**src/rtl/chunk_serial_adder.sv**
```systemverilog
// Multi-cycle adder/subtractor: CHUNK bits per clock, with a registered carry between slices.
// Handshake is start/busy/done. Results update only on the edge that completes an operation.
module chunk_serial_adder #(
  parameter int WIDTH = 16,
  parameter int CHUNK = 4
) (
  input  logic             clk,
  input  logic             rst,
  input  logic             start,
  input  logic [WIDTH-1:0] a,
  input  logic [WIDTH-1:0] b,
  input  logic             cin,
  input  logic             sub,
  output logic             busy,
  output logic             done,
  output logic [WIDTH-1:0] sum,
  output logic             cout,
  output logic             ovf
);
  localparam int NCH = WIDTH / CHUNK;
  localparam int IW  = (NCH > 1) ? $clog2(NCH) : 1;
  localparam logic [IW-1:0] LAST = IW'(NCH - 1);

  typedef enum logic [1:0] {IDLE, RUN, DONE} state_t;

  state_t           state_q, state_d;
  logic [WIDTH-1:0] op_a_q, op_b_q, res_q, res_next;
  logic [IW-1:0]    idx_q;
  logic             carry_q;
  logic             accept, last;
  logic [CHUNK:0]   slice;
  logic             slice_ovf;

  // NOTE: every signal written here gets a default first, so no path can leave it unassigned and infer a latch.
  always_comb begin
    state_d = state_q;
    accept  = 1'b0;
    case (state_q)
      IDLE: if (start) begin
        accept  = 1'b1;
        state_d = RUN;
      end
      RUN:  if (last) state_d = DONE;
      DONE: begin
        if (start) begin
          accept  = 1'b1;
          state_d = RUN;
        end else begin
          state_d = IDLE;
        end
      end
      default: state_d = IDLE;
    endcase
  end

  assign last = (idx_q == LAST);

  // Operands shift right each RUN cycle, so the active slice is always the low CHUNK bits.
  assign slice = {1'b0, op_a_q[CHUNK-1:0]} + {1'b0, op_b_q[CHUNK-1:0]} + {{CHUNK{1'b0}}, carry_q};

  // The carry into the slice MSB is recovered as sum ^ a ^ b at that bit.
  assign slice_ovf = slice[CHUNK] ^ slice[CHUNK-1] ^ op_a_q[CHUNK-1] ^ op_b_q[CHUNK-1];

  assign res_next = (res_q >> CHUNK) | (WIDTH'(slice[CHUNK-1:0]) << (WIDTH - CHUNK));

  // NOTE: sequential state uses non-blocking assignments so every register samples pre-edge values.
  always_ff @(posedge clk) begin
    if (rst) begin
      state_q <= IDLE;
      op_a_q  <= '0;
      op_b_q  <= '0;
      res_q   <= '0;
      idx_q   <= '0;
      carry_q <= 1'b0;
      sum     <= '0;
      cout    <= 1'b0;
      ovf     <= 1'b0;
    end else begin
      state_q <= state_d;
      if (accept) begin
        op_a_q  <= a;
        op_b_q  <= sub ? ~b : b;
        carry_q <= sub | cin;
        idx_q   <= '0;
      end else if (state_q == RUN) begin
        op_a_q  <= op_a_q >> CHUNK;
        op_b_q  <= op_b_q >> CHUNK;
        res_q   <= res_next;
        carry_q <= slice[CHUNK];
        idx_q   <= idx_q + IW'(1);
        if (last) begin
          sum  <= res_next;
          cout <= slice[CHUNK];
          ovf  <= slice_ovf;
        end
      end
    end
  end

  assign busy = (state_q == RUN);
  assign done = (state_q == DONE);

endmodule

```
**config.mk**
```make
export PLATFORM = sky130hd
export DESIGN_NAME = chunk_serial_adder
export DESIGN_NICKNAME = d
export VERILOG_FILES = /design/src/rtl/chunk_serial_adder.sv
export SDC_FILE = /design/constraint.sdc
export NUM_CORES = 1
export LEC_CHECK = 0
export ABC_AREA = 1
export CAP_MARGIN = 20
export CORE_MARGIN = 1.5
export CORE_UTILIZATION = 35
export DETAILED_ROUTE_END_ITERATION = 6
export GPL_TIMING_DRIVEN = 0
export SLEW_MARGIN = 5
export SYNTH_ARGS = -nofsm -noshare
export SYNTH_HDL_FRONTEND = slang
export SYNTH_SLANG_ARGS = --single-unit
```
**constraint.sdc**
```tcl
create_clock -name clk -period 2.3 [get_ports clk]
set_input_delay 0.46 -clock clk [delete_from_list [all_inputs] [get_ports clk]]
set_output_delay 0.46 -clock clk [all_outputs]
set_load 0.01 [all_outputs]
```
==> flow_results.org <==
** Status
- Outcome :: finished, final reports clean

** Clock network
- TritonCTS built the clock tree.
- Clk slew on worst S/H paths :: 0.07 ns
- Number of hold buffers added after cts :: 0
- The longest clock path from root to sink contains 2 buffers.
- Clock tree synthesis found a total of 67 sinks.
- At the later pin of the worst-skew pair, clock insertion delay measures between 0.3 and 0.4 ns.
- Clock root buffer master :: sky130_fd_sc_hd__clkbuf_8
- The H-tree generated during clock tree synthesis spans 3 levels.
- Clock tree synthesis inserted a total of 9 buffers.

** Setup path
- Data on the critical path is required at its endpoint by between 1.5 and 2 ns.
- Highest net fanout along the worst path :: 15
- Startpoint types :: register
- For the worst setup path, the data arrival time is roughly 1.6 ns.
- Depth of the worst register-to-register path :: 13
- In this run the register-to-register setup slack is about 0.47 ns.
- Crit path kind :: register to output port
- The worst setup path is captured at an output port.
- Reg-to-reg endpoint :: ovf$_SDFFE_PP0P_
- The worst register-to-register path begins at op_a_q[0]$_SDFFE_PP0P_.

** Hold path
- Hold wc startpoint :: op_a_q[13]$_SDFFE_PP0P_
- Worst-case hold path end point :: op_a_q[13]$_SDFFE_PP0P_
- Cell depth of the worst hold path :: 2
- Class of the tightest hold or removal check :: register to register

** Synthesis
- Unique cell type count in the Yosys netlist :: 25
- After technology mapping, the gate count stands at around 380.
- By instance count, the leading cell after synthesis is sky130_fd_sc_hd__nand2_1.
- Of all cell types, the one taking the most synthesized area is sky130_fd_sc_hd__dfxtp_1.
- Average size of a mapped cell :: 7.74 sq um
- Of all flip-flops after synthesis, the portion carrying an async set or reset was 0.
- Primary FF master, synth :: sky130_fd_sc_hd__dfxtp_1
- Counting every net in the synthesized netlist gives between 400 and 500.
- Yosys mapped a number of flops with a built-in enable equal to 0.
- Counting flops and latches in the post-synthesis netlist gives 67.
- Ranked by instance count, the synthesized netlist is headed by sky130_fd_sc_hd__nand2_1, sky130_fd_sc_hd__dfxtp_1, sky130_fd_sc_hd__inv_1.
- Fraction of synthesized cell area taken by the top area cell type :: 0.457
- The cell area that synthesis handed to floorplanning was 2930 sq um.
- Top area cells in the synthesized netlist :: sky130_fd_sc_hd__dfxtp_1, sky130_fd_sc_hd__nand2_1, sky130_fd_sc_hd__inv_1
- Sequential share of the synthesized area :: 0.457
- Yosys printed 0 warnings.

** Timing
- Transition time at the pin with the least slew margin :: about 0.55 ns
- Setup TNS :: 0 ns
- Setup repair after global routing left no endpoint under its margin.
- Slew Limit Fails :: 0
- Setup violations, final :: 0
- The count of final hold-check violations came to 0.
- For this run, the top clock speed supported by timing is 489 MHz.
- Hold is met by 0.460 ns.
- Measured against its own limit, the worst slew margin works out to 0.635.
- The smallest clock period supported by the final layout is computed as 2.05 ns.
- In the finished design, the share of the clock period the worst path needs comes to 0.890.
- Across the routed clock network, the largest skew measured is around 0.0048 ns.

** Pwr
- Ratio of total power to cell area :: between 600 and 700 nW/um^2
- After layout, the design draws a total of roughly 2600 uW.
- Total leakage power :: between 0.0015 and 0.002 uW
- Peak VDD IR :: roughly 420 uV

** Routing
- The pre-antenna-repair detailed-routing pass consisted of 4 iterations.
- Vias after detailed routing :: approximately 2,600
- After detailed routing, the number of vias per cell comes to ~4.7.
- Average wire per cell in the routed design :: roughly 13 um
- Number of DRC violations after detailed-routing iteration 0 :: 74
- Aggregate routed wire length :: approximately 7.0 mm
- For this run, design rule violations remaining after detail routing come to 0.
- Number of nets with antenna violations after detailed routing :: 0

** Finish
- The finished layout holds 555 standard cells, fillers aside.
- Final layout net count :: a little under 500
- The finished cells cover between 3000 and 4000 sq um.
- Synth-to-layout area growth :: 30.0%
- Count of fill cells added during filler insertion :: 831
- Diodes inserted :: 0
- Layout cell share with drive strength beyond 1 :: 0.0911

** GRT
- Global routing finished with a remaining overflow of 0.
- Initial antenna violation count :: 0
- The first global-routing pass estimated around 12 mm of wire.
- Pin count of the biggest net entering global routing :: 12
- Via count of the first global-routing pass :: 2,372
- Across every metal layer, demand over resource in global routing totals 0.172.

** Placement
- Post-Place Cells :: 540
- Summed over all nets, the half-perimeter wirelength after detailed placement is 5.14 mm.
- Port-buffer cells :: between 50 and 60
- Gp weighted congestion :: 0.844
- Placed cell area :: ~3600 sq um

** Floorplanning
- Overall die area :: 8940 sq um
- Die Wd :: roughly 95 um
- Number of placed I/O pins :: 57
- The initial utilization of the core area, before any placement, comes to 0.359.
- From bottom edge to top edge, the die measures approximately 95 um.
- Floorplan row count :: 33
- The total area inside the core boundary comes to 8180 sq um.

** Job
- Number of max-capacitance violations reported :: 0
## state kept, by name, indices dropped and copies added, names as in the netlist
name	count
res_q	12
state_q	2
idx_q	2
cout	1
op_a_q	16
ovf	1
op_b_q	16
carry_q	1
sum	16
## what timing repair did
item | 4_1_cts | 5_1_grt
setup endpoints to repair | 0 | 1
endpoints found under the hold margin | 0 | 0
gates resized for setup | 0 | 0
buffers inserted | 0 | 0
## per-stage QoR
stage,setup slack (ns),util
2_1_floorplan,0.648,-
3_3_place_gp,0.404,0.443
3_5_place_dp,0.405,0.443
4_1_cts,0.0546,0.467
5_1_grt,0.156,0.466
6_report,0.253,0.466
## worst max-delay path, stage by stage (launching register included)
cell and delay, ns:
sky130_fd_sc_hd__dfxtp_1 0.39, sky130_fd_sc_hd__nand2_4 0.11, sky130_fd_sc_hd__inv_4 0.18, sky130_fd_sc_hd__clkdlybuf4s50_1 0.57
## where the power goes
part           internal, uW  switching [uW]
clock                   525             454
sequential             1230            35.9
combinational           175             219
total                  1930             709
## metal layers
layer | up-vias | wire (um) | track usage
li1 | 1361 | - | -
met1 | 1173 | 3460 | 0.222
met2 | 47 | 3230 | 0.281
met3 | 9 | 236 | 0.0475
met4 | 0 | 79 | 0.0485
met5 | - | 0 | 0
## worst max path at each step
stage                                 start                      end  slack [ns]  cells after the start
floorplan            op_a_q[0]$_SDFFE_PP0P_         ovf$_SDFFE_PP0P_        0.65                     13
global placement                        rst  op_a_q[15]$_SDFFE_PP0P_        0.40                      4
detailed placement                      rst  op_b_q[14]$_SDFFE_PP0P_        0.41                      4
CTS                 state_q[0]$_SDFFE_PP0P_                     busy        0.05                      4
global route        state_q[0]$_SDFFE_PP0P_                     busy        0.16                      3
finish              state_q[0]$_SDFFE_PP0P_                     busy        0.25                      3
## kinds of logic after synthesis
logic type,synth area share
AND/OR/NAND/NOR,0.191
AO/OA/AOI/OAI,0.174
buffers and inverters,0.111
flip-flops,0.457
XOR/XNOR,0.0358
adder cells (fa/ha/maj),0.0307
## layout make-up
cell class / instances / area (sq um) / share of cell area
sequential: 67 / 1340 / 0.352
multi-input combinational: 242 / 1270 / 0.332
timing repair buffer: 56 / 561 / 0.147
inverter: 48 / 188 / 0.0492
clock buffer: 11 / 141 / 0.0371
buffer: 21 / 133 / 0.0348
tap: 105 / 131 / 0.0344
clock inverter: 5 / 52.6 / 0.0138
## layout by cell type (no fill, tap or decap), types with 2 or more instances in the layout
| master | synthesis | final |
|---|---|---|
| sky130_fd_sc_hd__nand2_1 | 105 | 105 |
| sky130_fd_sc_hd__dfxtp_1 | 67 | 67 |
| sky130_fd_sc_hd__clkdlybuf4s50_1 | 0 | 56 |
| sky130_fd_sc_hd__inv_1 | 44 | 44 |
| sky130_fd_sc_hd__a21oi_1 | 32 | 32 |
| sky130_fd_sc_hd__o21ai_0 | 21 | 21 |
| sky130_fd_sc_hd__nor2_1 | 14 | 14 |
| sky130_fd_sc_hd__a31oi_1 | 14 | 14 |
| sky130_fd_sc_hd__o221ai_1 | 12 | 12 |
| sky130_fd_sc_hd__nand3_1 | 11 | 11 |
| sky130_fd_sc_hd__buf_2 | 11 | 10 |
| sky130_fd_sc_hd__clkbuf_8 | 0 | 10 |
| sky130_fd_sc_hd__xnor2_1 | 6 | 6 |
| sky130_fd_sc_hd__clkbuf_1 | 5 | 6 |
| sky130_fd_sc_hd__xor2_1 | 6 | 6 |
| sky130_fd_sc_hd__buf_6 | 5 | 5 |
| sky130_fd_sc_hd__a211oi_1 | 5 | 5 |
| sky130_fd_sc_hd__ha_1 | 4 | 4 |
| sky130_fd_sc_hd__nand2_4 | 3 | 3 |
| sky130_fd_sc_hd__inv_4 | 3 | 3 |
| sky130_fd_sc_hd__o21ai_1 | 3 | 3 |
| sky130_fd_sc_hd__clkinv_2 | 0 | 3 |
| sky130_fd_sc_hd__nor2_2 | 2 | 2 |
| sky130_fd_sc_hd__fa_1 | 2 | 2 |
Power figures use the tool's default switching activity.
==> RTL change 1 (same settings) <==
The 3 states of `state_t` get a one-hot encoding in 3 bits.
--- a/src/rtl/chunk_serial_adder.sv
+++ b/src/rtl/chunk_serial_adder.sv
@@ -23,3 +23,3 @@
 
-  typedef enum logic [1:0] {IDLE, RUN, DONE} state_t;
+  typedef enum logic [2:0] {IDLE = 3'b001, RUN = 3'b010, DONE = 3'b100} state_t;
 
Behaviour: no difference found for any inputs over 10 cycles, from zero or initial values and one cycle with rst high; not proved beyond that.
==> RTL change 1 against the unedited design <==
Sequential share of layout area shrank 2.1 points; combinational power up 3%; synthesized area is 10% higher; clock power grew 7%; count of clock-buffer cells in the layout down 2; sequential cell count rose by 1; total power is 3.1% higher; setup slack got worse by 0.13 ns; design area grew 8.0%; wire length up 11%; critical path type unchanged; highest routed layer unchanged.
==> RTL change 1: results (changes against the unedited design) <==
Syn_nets - 459 (was 422)
CP Max Fanout - 19 (was 15)
Post-layout min period - 2.18 ns (was 2.05 ns)
GR Util All Layers - 16.8% (was 17.2%)
Fraction of area in registers - 33.1% (was 35.2%)
Via density per instance - 4.81 (was 4.67)
Grt met1 use - 22.1% (was 22.2%)
Fin cells - 594 (was 555)
Top post-synthesis cells by area - dfxtp_1 (42%), nand2_1 (8.7%), nand3_1 (6.7%) (was dfxtp_1 (46%), nand2_1 (13%), inv_1 (5.6%))
Signal inverters - 33 (was 48)
Cell Count Post-Placement - 579 (was 540)
Clock slew at reported path FFs - 0.09 ns (was 0.07 ns)
CP Data Arrival Time - 1.72 ns (was 1.59 ns)
DR iter-0 viols - 109 (was 74)
Pre-CTS setup slack - 0.235 ns (was 0.405 ns)
Dpl hpwl - 5.68 mm (was 5.14 mm)
Netlist cell types - 34 (was 25)
Top post-synthesis cells by count - nand2_1 (75), dfxtp_1 (68), nor2_1 (56) (was nand2_1 (105), dfxtp_1 (67), inv_1 (44))
Count of non-CTS buffers in the layout - 79 (was 77)
#MultiIn Comb - 290 (was 242)
Avg Cell Area, Syn - 7.77 µm² (was 7.74 µm²)
Fin area - 4120 µm² (was 3810 µm²)
Clk cell area share - 5.01% (was 5.09%)
WL met3 - 381 µm (was 236 µm)
Post-synthesis register bit count - 68 (was 67)
Detailed-route wire length - 7.80 mm (was 7.00 mm)
Post-Synth XOR/XNOR Area - 4.88% (was 3.58%)
PortBufs - 55 (was 56)
Met2 wire len - 3.71 mm (was 3.23 mm)
Root buffer cell - clkbuf_8 (unchanged)
Layout cell share with drive strength beyond 1 - 12.6% (was 9.11%)
Vias in the first global route - 2,698 (was 2,372)
First-pass GRT wire length - 12.9 mm (was 11.6 mm)
Metal1 wirelength - 3.68 mm (was 3.46 mm)
Worst slew margin - 52.9% (was 63.5%)
Peak VDD IR - 0.000335 V (was 0.000425 V)
Post-synthesis compound-gate area fraction - 14.5% (was 17.4%)
Final net count - 524 (was 488)
Met2 Usage GRT - 27.7% (was 28.1%)
Pin count of the biggest net entering global routing - 20 (was 12)
Met3 global-route usage - 3.05% (was 4.75%)
Final clock skew - 0.00924 ns (was 0.00482 ns)
Gpl congestion - 0.780 (was 0.844)
Leak - 1.75 nW (was 1.58 nW)
Placed inst area - 3920 µm² (was 3620 µm²)
Adder-Cell Fraction of Synth Area - 2.79% (was 3.07%)
Seq/Total Area, Yosys - 42.1% (was 45.7%)
Fillers - 903 (was 831)
Non-clock buffer share - 17.6% (was 18.2%)
R2r setup slk - 0.50 ns (was 0.47 ns)
Status - complete, no violations (unchanged)
==> RTL change 1: cell types whose count changed after synthesis, sizes merged, moves of 2 or more <==
| cell | unedited run | this run |
|---|---|---|
| xnor2 | 6 | 1 |
| clkbuf | 5 | 7 |
| o221ai | 12 | 0 |
| o211a | 0 | 4 |
| nand3 | 11 | 46 |
| inv | 48 | 32 |
| a211oi | 5 | 1 |
| o211ai | 0 | 2 |
| nor2 | 16 | 57 |
| a31oi | 14 | 9 |
| o21ai | 24 | 30 |
| xor2 | 6 | 17 |
| nand2 | 109 | 82 |
==> RTL change 1: power by group <==
part	internal, mW	switching [mW]	leakage, nW	total [mW]
Sequential	1.23	0.0327	0.554	1.27
Combinational	0.185	0.222	1.10	0.407
Clock	0.520	0.526	0.0988	1.05
Total	1.94	0.781	1.75	2.72
==> RTL change 1: final timing paths <==
| check | endpoint | cells past startpoint | from |
|---|---|---|---|
| worst max-delay path | busy | 3 | state_q[1] |
| worst max register to register | ovf | 11 | op_b_q[0] |
| worst min register to register | sum[10] | 2 | res_q[14] |
| worst min-delay path | sum[10] | 2 | res_q[14] |
==> RTL change 1: timing repair <==
action,in CTS,in global routing
hold endpoints to repair,0,0
gates resized for setup,0,0
setup endpoints to repair,1,0
==> RTL change 1: logic make-up (layout without fill, tap and decap cells) <==
| kind of cell | count (synthesis) | count (layout) |
|---|---|---|
| adders and majority gates | 6 | 6 |
| DFF | 68 | 68 |
| xor gates and xnor gates | 18 | 18 |
| AOI/OAI and AO/OA | 79 | 79 |
| and+or+nand+nor | 187 | 187 |
| buffers and inverters | 58 | 128 |
==> RTL change 1: tightest hold or removal path, cell delays in order, from the launching register on <==
cell     delay, ns
dfxtp_1       0.33
nand2_1       0.06
nand2_1       0.04
==> RTL change 2 (same settings) <==
Made on the original files. The parameter `WIDTH` goes from 16 to 8.
--- a/src/rtl/chunk_serial_adder.sv
+++ b/src/rtl/chunk_serial_adder.sv
@@ -3,3 +3,3 @@
 module chunk_serial_adder #(
-  parameter int WIDTH = 16,
+  parameter int WIDTH = 8,
   parameter int CHUNK = 4
Interface: changed (resized a, b and sum); port bits go from 57 to 33. The function was not compared with the original's and may differ.
==> RTL change 2 against the unedited design <==
Design area down 46%; total power down 51%; sequential cell count down 33; wire length down 55%; synthesized area down 46%; sequential power down 49%; setup slack worse by 0.070 ns; cell count down 47%.
==> RTL change 2: results (changes against the unedited design) <==
Dpl hpwl - 2.34 mm (was 5.14 mm)
Layout cell share with drive strength beyond 1 - 9.50% (was 9.11%)
Mapped Cells - 204 (was 379)
Setup crit start - state_q[1] (was state_q[0])
CTS Buf Count - 5 (was 9)
Status - complete, no violations (unchanged)
Fraction of area in registers - 33.3% (was 35.2%)
Pin count of the biggest net entering global routing - 11 (was 12)
GR Util All Layers - 14.4% (was 17.2%)
Hold wc startpoint - res_q[5] (was op_a_q[13])
DR iter-0 viols - 49 (was 74)
Fillers - 462 (was 831)
Count of non-CTS buffers in the layout - 38 (was 77)
Clock latency on the worst-skew pair - 0.29 ns (was 0.34 ns)
Final net count - 268 (was 488)
Multi-input gate area - 739 µm² (was 1270 µm²)
Setup ws final - 0.183 ns (was 0.253 ns)
CP Data Arrival Time - 1.66 ns (was 1.59 ns)
Top post-synthesis cells by count - nand2_1 (55), dfxtp_1 (34), inv_1 (24) (was nand2_1 (105), dfxtp_1 (67), inv_1 (44))
Netlist cell types - 30 (was 25)
Via density per instance - 4.63 (was 4.67)
Met3 global-route usage - 4.76% (was 4.75%)
Final clock skew - 0.00502 ns (was 0.00482 ns)
CP Max Fanout - 10 (was 15)
Top post-synthesis cells by area - dfxtp_1 (43%), nand2_1 (13%), a21oi_1 (6.3%) (was dfxtp_1 (46%), nand2_1 (13%), inv_1 (5.6%))
-- RTL change 2: cell count changes after synthesis, moves of 5 or more --
cell | before | now
a21oi_1 | 32 | 20
o221ai_1 | 12 | 2
xor2_1 | 6 | 1
inv_1 | 44 | 24
nand2_1 | 105 | 55
nor2_1 | 14 | 2
buf_2 | 11 | 2
a31oi_1 | 14 | 6
dfxtp_1 | 67 | 34
o21ai_0 | 21 | 14
-- RTL change 2: report_power, final --
part           internal, mW  switching, mW
registers             0.626         0.0216
clock network         0.203          0.212
logic                 0.107          0.130
-- RTL change 2: logic make-up (layout without fill, tap and decap cells) --
| group | Yosys count | count (layout) | share of synthesized area, % |
|---|---|---|---|
| simple gates | 77 | 77 | 22.7 |
| compound gates | 47 | 47 | 16.2 |
| buf+inv | 36 | 74 | 10.6 |
| flops | 34 | 34 | 42.9 |
| fa+ha+maj | 5 | 5 | 4.89 |
| xor+xnor | 5 | 5 | 2.76 |
